<file path="config.mk">
export PLATFORM = sky130hd
export DESIGN_NAME = matrix_scan_scheduler
export DESIGN_NICKNAME = d
export VERILOG_FILES = /design/src/rtl/matrix_scan_scheduler.sv
export SDC_FILE = /design/constraint.sdc
export NUM_CORES = 1
export LEC_CHECK = 0
export ABC_AREA = 1
export BUFFER_PORTS_ARGS = -buffer_cell sky130_fd_sc_hd__buf_2
export CORE_MARGIN = 10
export CORE_UTILIZATION = 46
export DETAILED_ROUTE_END_ITERATION = 7
export PLACE_DENSITY_LB_ADDON = 0.05
export SYNTH_ARGS = -nofsm -noshare
export SYNTH_HDL_FRONTEND = slang
export SYNTH_SLANG_ARGS = --single-unit
export TNS_END_PERCENT = 5
</file>
<file path="constraint.sdc">
create_clock -name clk -period 1.8 [get_ports clk]
set_input_delay 0.54 -clock clk [delete_from_list [all_inputs] [get_ports clk]]
set_output_delay 0.54 -clock clk [all_outputs]
set_load 0.02 [all_outputs]
</file>
<file path="src/rtl/matrix_scan_scheduler.sv">
// matrix_scan_scheduler
// Scans a dual 8x8 LED matrix, one column of one display per slot, and
// double-buffers frames captured by the SPI shift registers. A new frame is
// committed only on a scan-frame boundary, and only after load has fallen.
//
// Ports:
//   clk           system clock
//   reset         synchronous, active-low
//   scan_en       1 = scan runs; 0 = counters hold, outputs blanked
//   load_async    SPI load pin (asynchronous, synchronised here)
//   shadow_x/y    72-bit SPI frames: [71:64] colsOn, column c row-off byte
//                 at [63-8c : 56-8c]
//   row           row-off drive for the current slot
//   colx/coly     one-hot (or 0) column drive for the x / y display
//   frame_start   one-cycle pulse on the first cycle of slot 0
//   commit_pulse  one-cycle pulse when the active frames were updated
//   pending       a captured frame is waiting for commit
module matrix_scan_scheduler #(
    parameter int TICK_DIV  = 16384,
    parameter int BLANK_CYC = 64
) (
    input  logic        clk,
    input  logic        reset,
    input  logic        scan_en,
    input  logic        load_async,
    input  logic [71:0] shadow_x,
    input  logic [71:0] shadow_y,
    output logic [7:0]  row,
    output logic [7:0]  colx,
    output logic [7:0]  coly,
    output logic        frame_start,
    output logic        commit_pulse,
    output logic        pending
);

    localparam int CYC_W = (TICK_DIV > 1) ? $clog2(TICK_DIV) : 1;
    localparam logic [CYC_W-1:0] CYC_LAST = CYC_W'(TICK_DIV - 1);

    logic [CYC_W-1:0] cyc;
    logic [3:0]       slot;
    logic             sync1;
    logic             load_s;
    logic             load_s_d;
    logic [71:0]      active_x;
    logic [71:0]      active_y;

    logic             load_fall;
    logic             boundary;
    logic             commit;
    logic             blank;
    logic [2:0]       col;
    logic             disp;
    logic [71:0]      frame;
    logic [7:0]       row_n;
    logic [7:0]       colx_n;
    logic [7:0]       coly_n;

    always_comb begin
        load_fall = load_s_d & ~load_s;
        boundary  = scan_en && (slot == 4'd15) && (cyc == CYC_LAST);
        // A commit taken while load is still high could tear a frame the
        // SPI side is still shifting in, so it is deferred a whole frame.
        commit    = boundary && pending && !load_s;
        blank     = !scan_en || (int'(cyc) < BLANK_CYC);
        col       = slot[3:1];
        disp      = slot[0];
        frame     = disp ? active_y : active_x;
        row_n     = frame[8*(7 - int'(col)) +: 8];
        colx_n    = '0;
        coly_n    = '0;
        if (!disp) begin
            colx_n[col] = frame[64 + int'(col)];
        end else begin
            coly_n[col] = frame[64 + int'(col)];
        end
        if (blank) begin
            row_n  = '0;
            colx_n = '0;
            coly_n = '0;
        end
    end

    always_ff @(posedge clk) begin
        if (!reset) begin
            cyc          <= '0;
            slot         <= '0;
            sync1        <= 1'b0;
            load_s       <= 1'b0;
            load_s_d     <= 1'b0;
            pending      <= 1'b0;
            active_x     <= '0;
            active_y     <= '0;
            row          <= '0;
            colx         <= '0;
            coly         <= '0;
            frame_start  <= 1'b0;
            commit_pulse <= 1'b0;
        end else begin
            sync1    <= load_async;
            load_s   <= sync1;
            load_s_d <= load_s;

            if (scan_en) begin
                if (cyc == CYC_LAST) begin
                    cyc  <= '0;
                    slot <= slot + 4'd1;
                end else begin
                    cyc <= cyc + 1'b1;
                end
            end

            if (commit) begin
                active_x <= shadow_x;
                active_y <= shadow_y;
            end

            // A fresh capture landing on the commit cycle must survive it.
            if (load_fall) begin
                pending <= 1'b1;
            end else if (commit) begin
                pending <= 1'b0;
            end

            row          <= row_n;
            colx         <= colx_n;
            coly         <= coly_n;
            frame_start  <= boundary;
            commit_pulse <= commit;
        end
    end

endmodule

</file>
==> metrics.md <==
| Metric | Value |
|---|---|
| Status | `finished, final reports clean` |
| H-tree levels | `4` |
| Max frequency | `0.574 GHz` |
| Antenna Cells | `0` |
| Setup crit end kind | `register` |
| Die Ht | `164 µm` |
| CTS tree | `done` |
| Final Hold Fails | `0` |
| Share of layout cells above drive strength 1 | `18.0%` |
| Slew @ Worst Pin | `0.422 ns` |
| GRT Overall Usage | `20.4%` |
| Leak Pwr | `5.70 nW` |
| HP Class | `in -> reg` |
| Post-route setup slack | `0.0592 ns` |
| Vias per std cell | `5.00` |
| Vias in the first global route | `8892` |
| Dpl ws | `-0.0595 ns` |
| Relative slew margins | `71.6%` |
| Worst IR drop on VDD | `0.657 mV` |
| Overall die area | `0.0269 mm²` |
| Cell Area, Synth | `0.00954 mm²` |
| Avg Cell Area, Syn | `6.31 µm²` |
| DP HPWL | `19.8 mm` |
| I/O Buffers | `174` |
| Avg WL per Cell | `15.6 µm` |
| Flops & latches, synth | `192` |
| Clock root cell | `clkbuf_16` |
| Total grt overflow | `0` |
| Number of DRC markers in iteration 0 | `684` |
| Seq/Total Area, Yosys | `40.3%` |
| FP Rows | `52` |
| WHS Path Cells | `3` |
| Setup Crit Path Kind | `reg -> reg` |
| Nets | `1826` |
| Worst R2R Path Depth | `9` |
| Sink Count | `192` |
| Final period util | `96.7%` |
| Drt drc | `0` |
| Fin Clk Skew | `0.0114 ns` |
| Most frequent cells in the layout | `nor2_1, nand2_1, inv_1` |
| Via count | `9803` |
| CP Launch Type | `register` |
| Initial antenna violation count | `0` |
| Cell taking the most area after synthesis | `dfxtp_1` |
| Core box area | `0.0203 mm²` |
| CTS max path bufs | `2` |
| Final setup vio count | `0` |
| Initial Utilization | `47.0%` |
| Synthesized instance count | `1513` |
| Number of max-slew violations in the final report | `0` |
| Yosys cell types | `27` |
| Mapped Nets | `1663` |
| Die Wd | `164 µm` |
| Clk slew on worst S/H paths | `0.07 ns` |
| Min Tclk post-route | `1.74 ns` |
| Worst-Skew Late Latency | `0.44 ns` |
| YS warnings | `0` |
| Slowest stage delay, CP | `0.37 ns` |
| Drt total wl | `30.5 mm` |
| DRT Pass-1 Iters | `7` |
| Placed Area | `0.0108 mm²` |
| Crit-path cells | `ha_2 -> inv_2 -> nor3_4 -> buf_4 -> buf_6 -> clkbuf_16 -> nand4_1 -> nand2_1 -> nor2_1` |
| TNS Setup | `0 ns` |
| Required time of the critical path | `2.13 ns` |
| Max_cap viols | `0` |
| Io pins | `175` |
| First-pass GRT wire length | `44.9 mm` |
| Largest net degree at the start of global routing | `75` |
| Critical Path AT | `2.07 ns` |
| DRT antenna net count | `0` |
| Power per cell area | `746 mW/mm²` |
| Most common cell after layout, fill and taps aside | `nor2_1` |
| TritonCTS Buffers | `17` |
| Top cells by area, synth | `dfxtp_1, nor2_1, nand2_1` |
| CP max FO | `27` |
| Final core utilization | `59.0%` |
| P&R area growth vs syn | `25.4%` |
| Final Instance Area | `0.0120 mm²` |
| Top cell type's share of synthesized area | `40.3%` |
| Gpl congestion | `0.825` |
| RSZ-0062 raised after global routing | `true` |
| Slowest-stage cell, CP | `dfxtp_1` |
[cell families after synthesis]
logic type / share of synthesized area, %
and+or+nand+nor: 40.7
adders and majority gates: 0.262
DFF: 40.3
xor gates and xnor gates: 0.459
AOI/OAI and AO/OA: 4.55
buffers and inverters: 13.7
[worst paths after layout]
path / from / end / slack [ns]
hold / removal: load_async / sync1 / 0.29
setup / recovery: slot[1] / active_x[46] / 0.06
hold reg to reg: sync1 / load_s / 0.42
setup reg to reg: slot[1] / active_x[46] / 0.06
[state kept, by name, summed over array words and instances, names as in the netlist]
register / count
active_y: 72
frame_start: 1
coly: 8
row: 8
slot: 4
commit_pulse: 1
colx: 8
load_s: 1
pending: 1
active_x: 72
cyc: 14
load_s_d: 1
sync1: 1
[worst max-delay path: cells and delay by family (launching register included)]
family	cells	cell delay, ns
AND/OR/NAND/NOR	4	0.45
buffers and inverters	4	0.60
flip-flops	1	0.37
adder cells (fa/ha/maj)	1	0.20
[through the flow]
| stage | cells | power, mW | hold WS, ns |
|---|---|---|---|
| after floorplan | 1513 | 4.57 | 0.390 |
| after global placement | 1905 | 4.81 | 0.394 |
| after detailed placement | 1905 | 4.81 | 0.406 |
| after CTS | 1937 | 8.97 | 0.281 |
| after global routing | 1959 | 9.20 | 0.296 |
| final | 1959 | 8.93 | 0.287 |
[repair_timing]
item,CTS,global route
cloned,0,14
resized for setup,2,44
setup endpoints to repair,2,166
endpoints found under the hold margin,0,0
pin swaps,1,6
buffers inserted,0,8
hold buffers,0,0
[area by class of cell]
cell class	count	area (µm²)
inverters	211	808
clock buffers	18	429
fillers	2055	8330
flip-flops and latches	192	3850
repair buffers	245	1870
clock inverters	14	225
well taps	270	338
multi-input cells	1009	4450
[power by group]
part | switching [mW] | total, mW | internal (mW)
clock network | 1.72 | 4.21 | 2.49
logic | 0.257 | 0.461 | 0.203
registers | 0.00441 | 4.25 | 4.25
[layer usage]
metal	global-route usage [%]	wire length, µm
met5	0	0
met4	4.67	259
met3	4.38	2290
met2	31.9	13800
met1	28.0	14100
[cells in the mapped netlist]
cell type / number
nand3_1: 20
nor2_1: 404
buf_8: 6
nand4_1: 146
buf_6: 1
nor3_2: 1
inv_2: 3
a21boi_0: 1
nand2_2: 1
nand2_1: 316
nor2_4: 1
xor2_1: 4
buf_2: 33
o21ai_0: 72
ha_1: 2
or2_2: 2
o22ai_1: 1
xnor2_1: 1
clkbuf_1: 20
buf_1: 35
nor2_2: 2
nand3b_1: 1
inv_1: 208
dfxtp_1: 192
buf_4: 6
nor3_1: 22
a21oi_1: 12
Note: power is estimated with default switching activity, not from simulation.
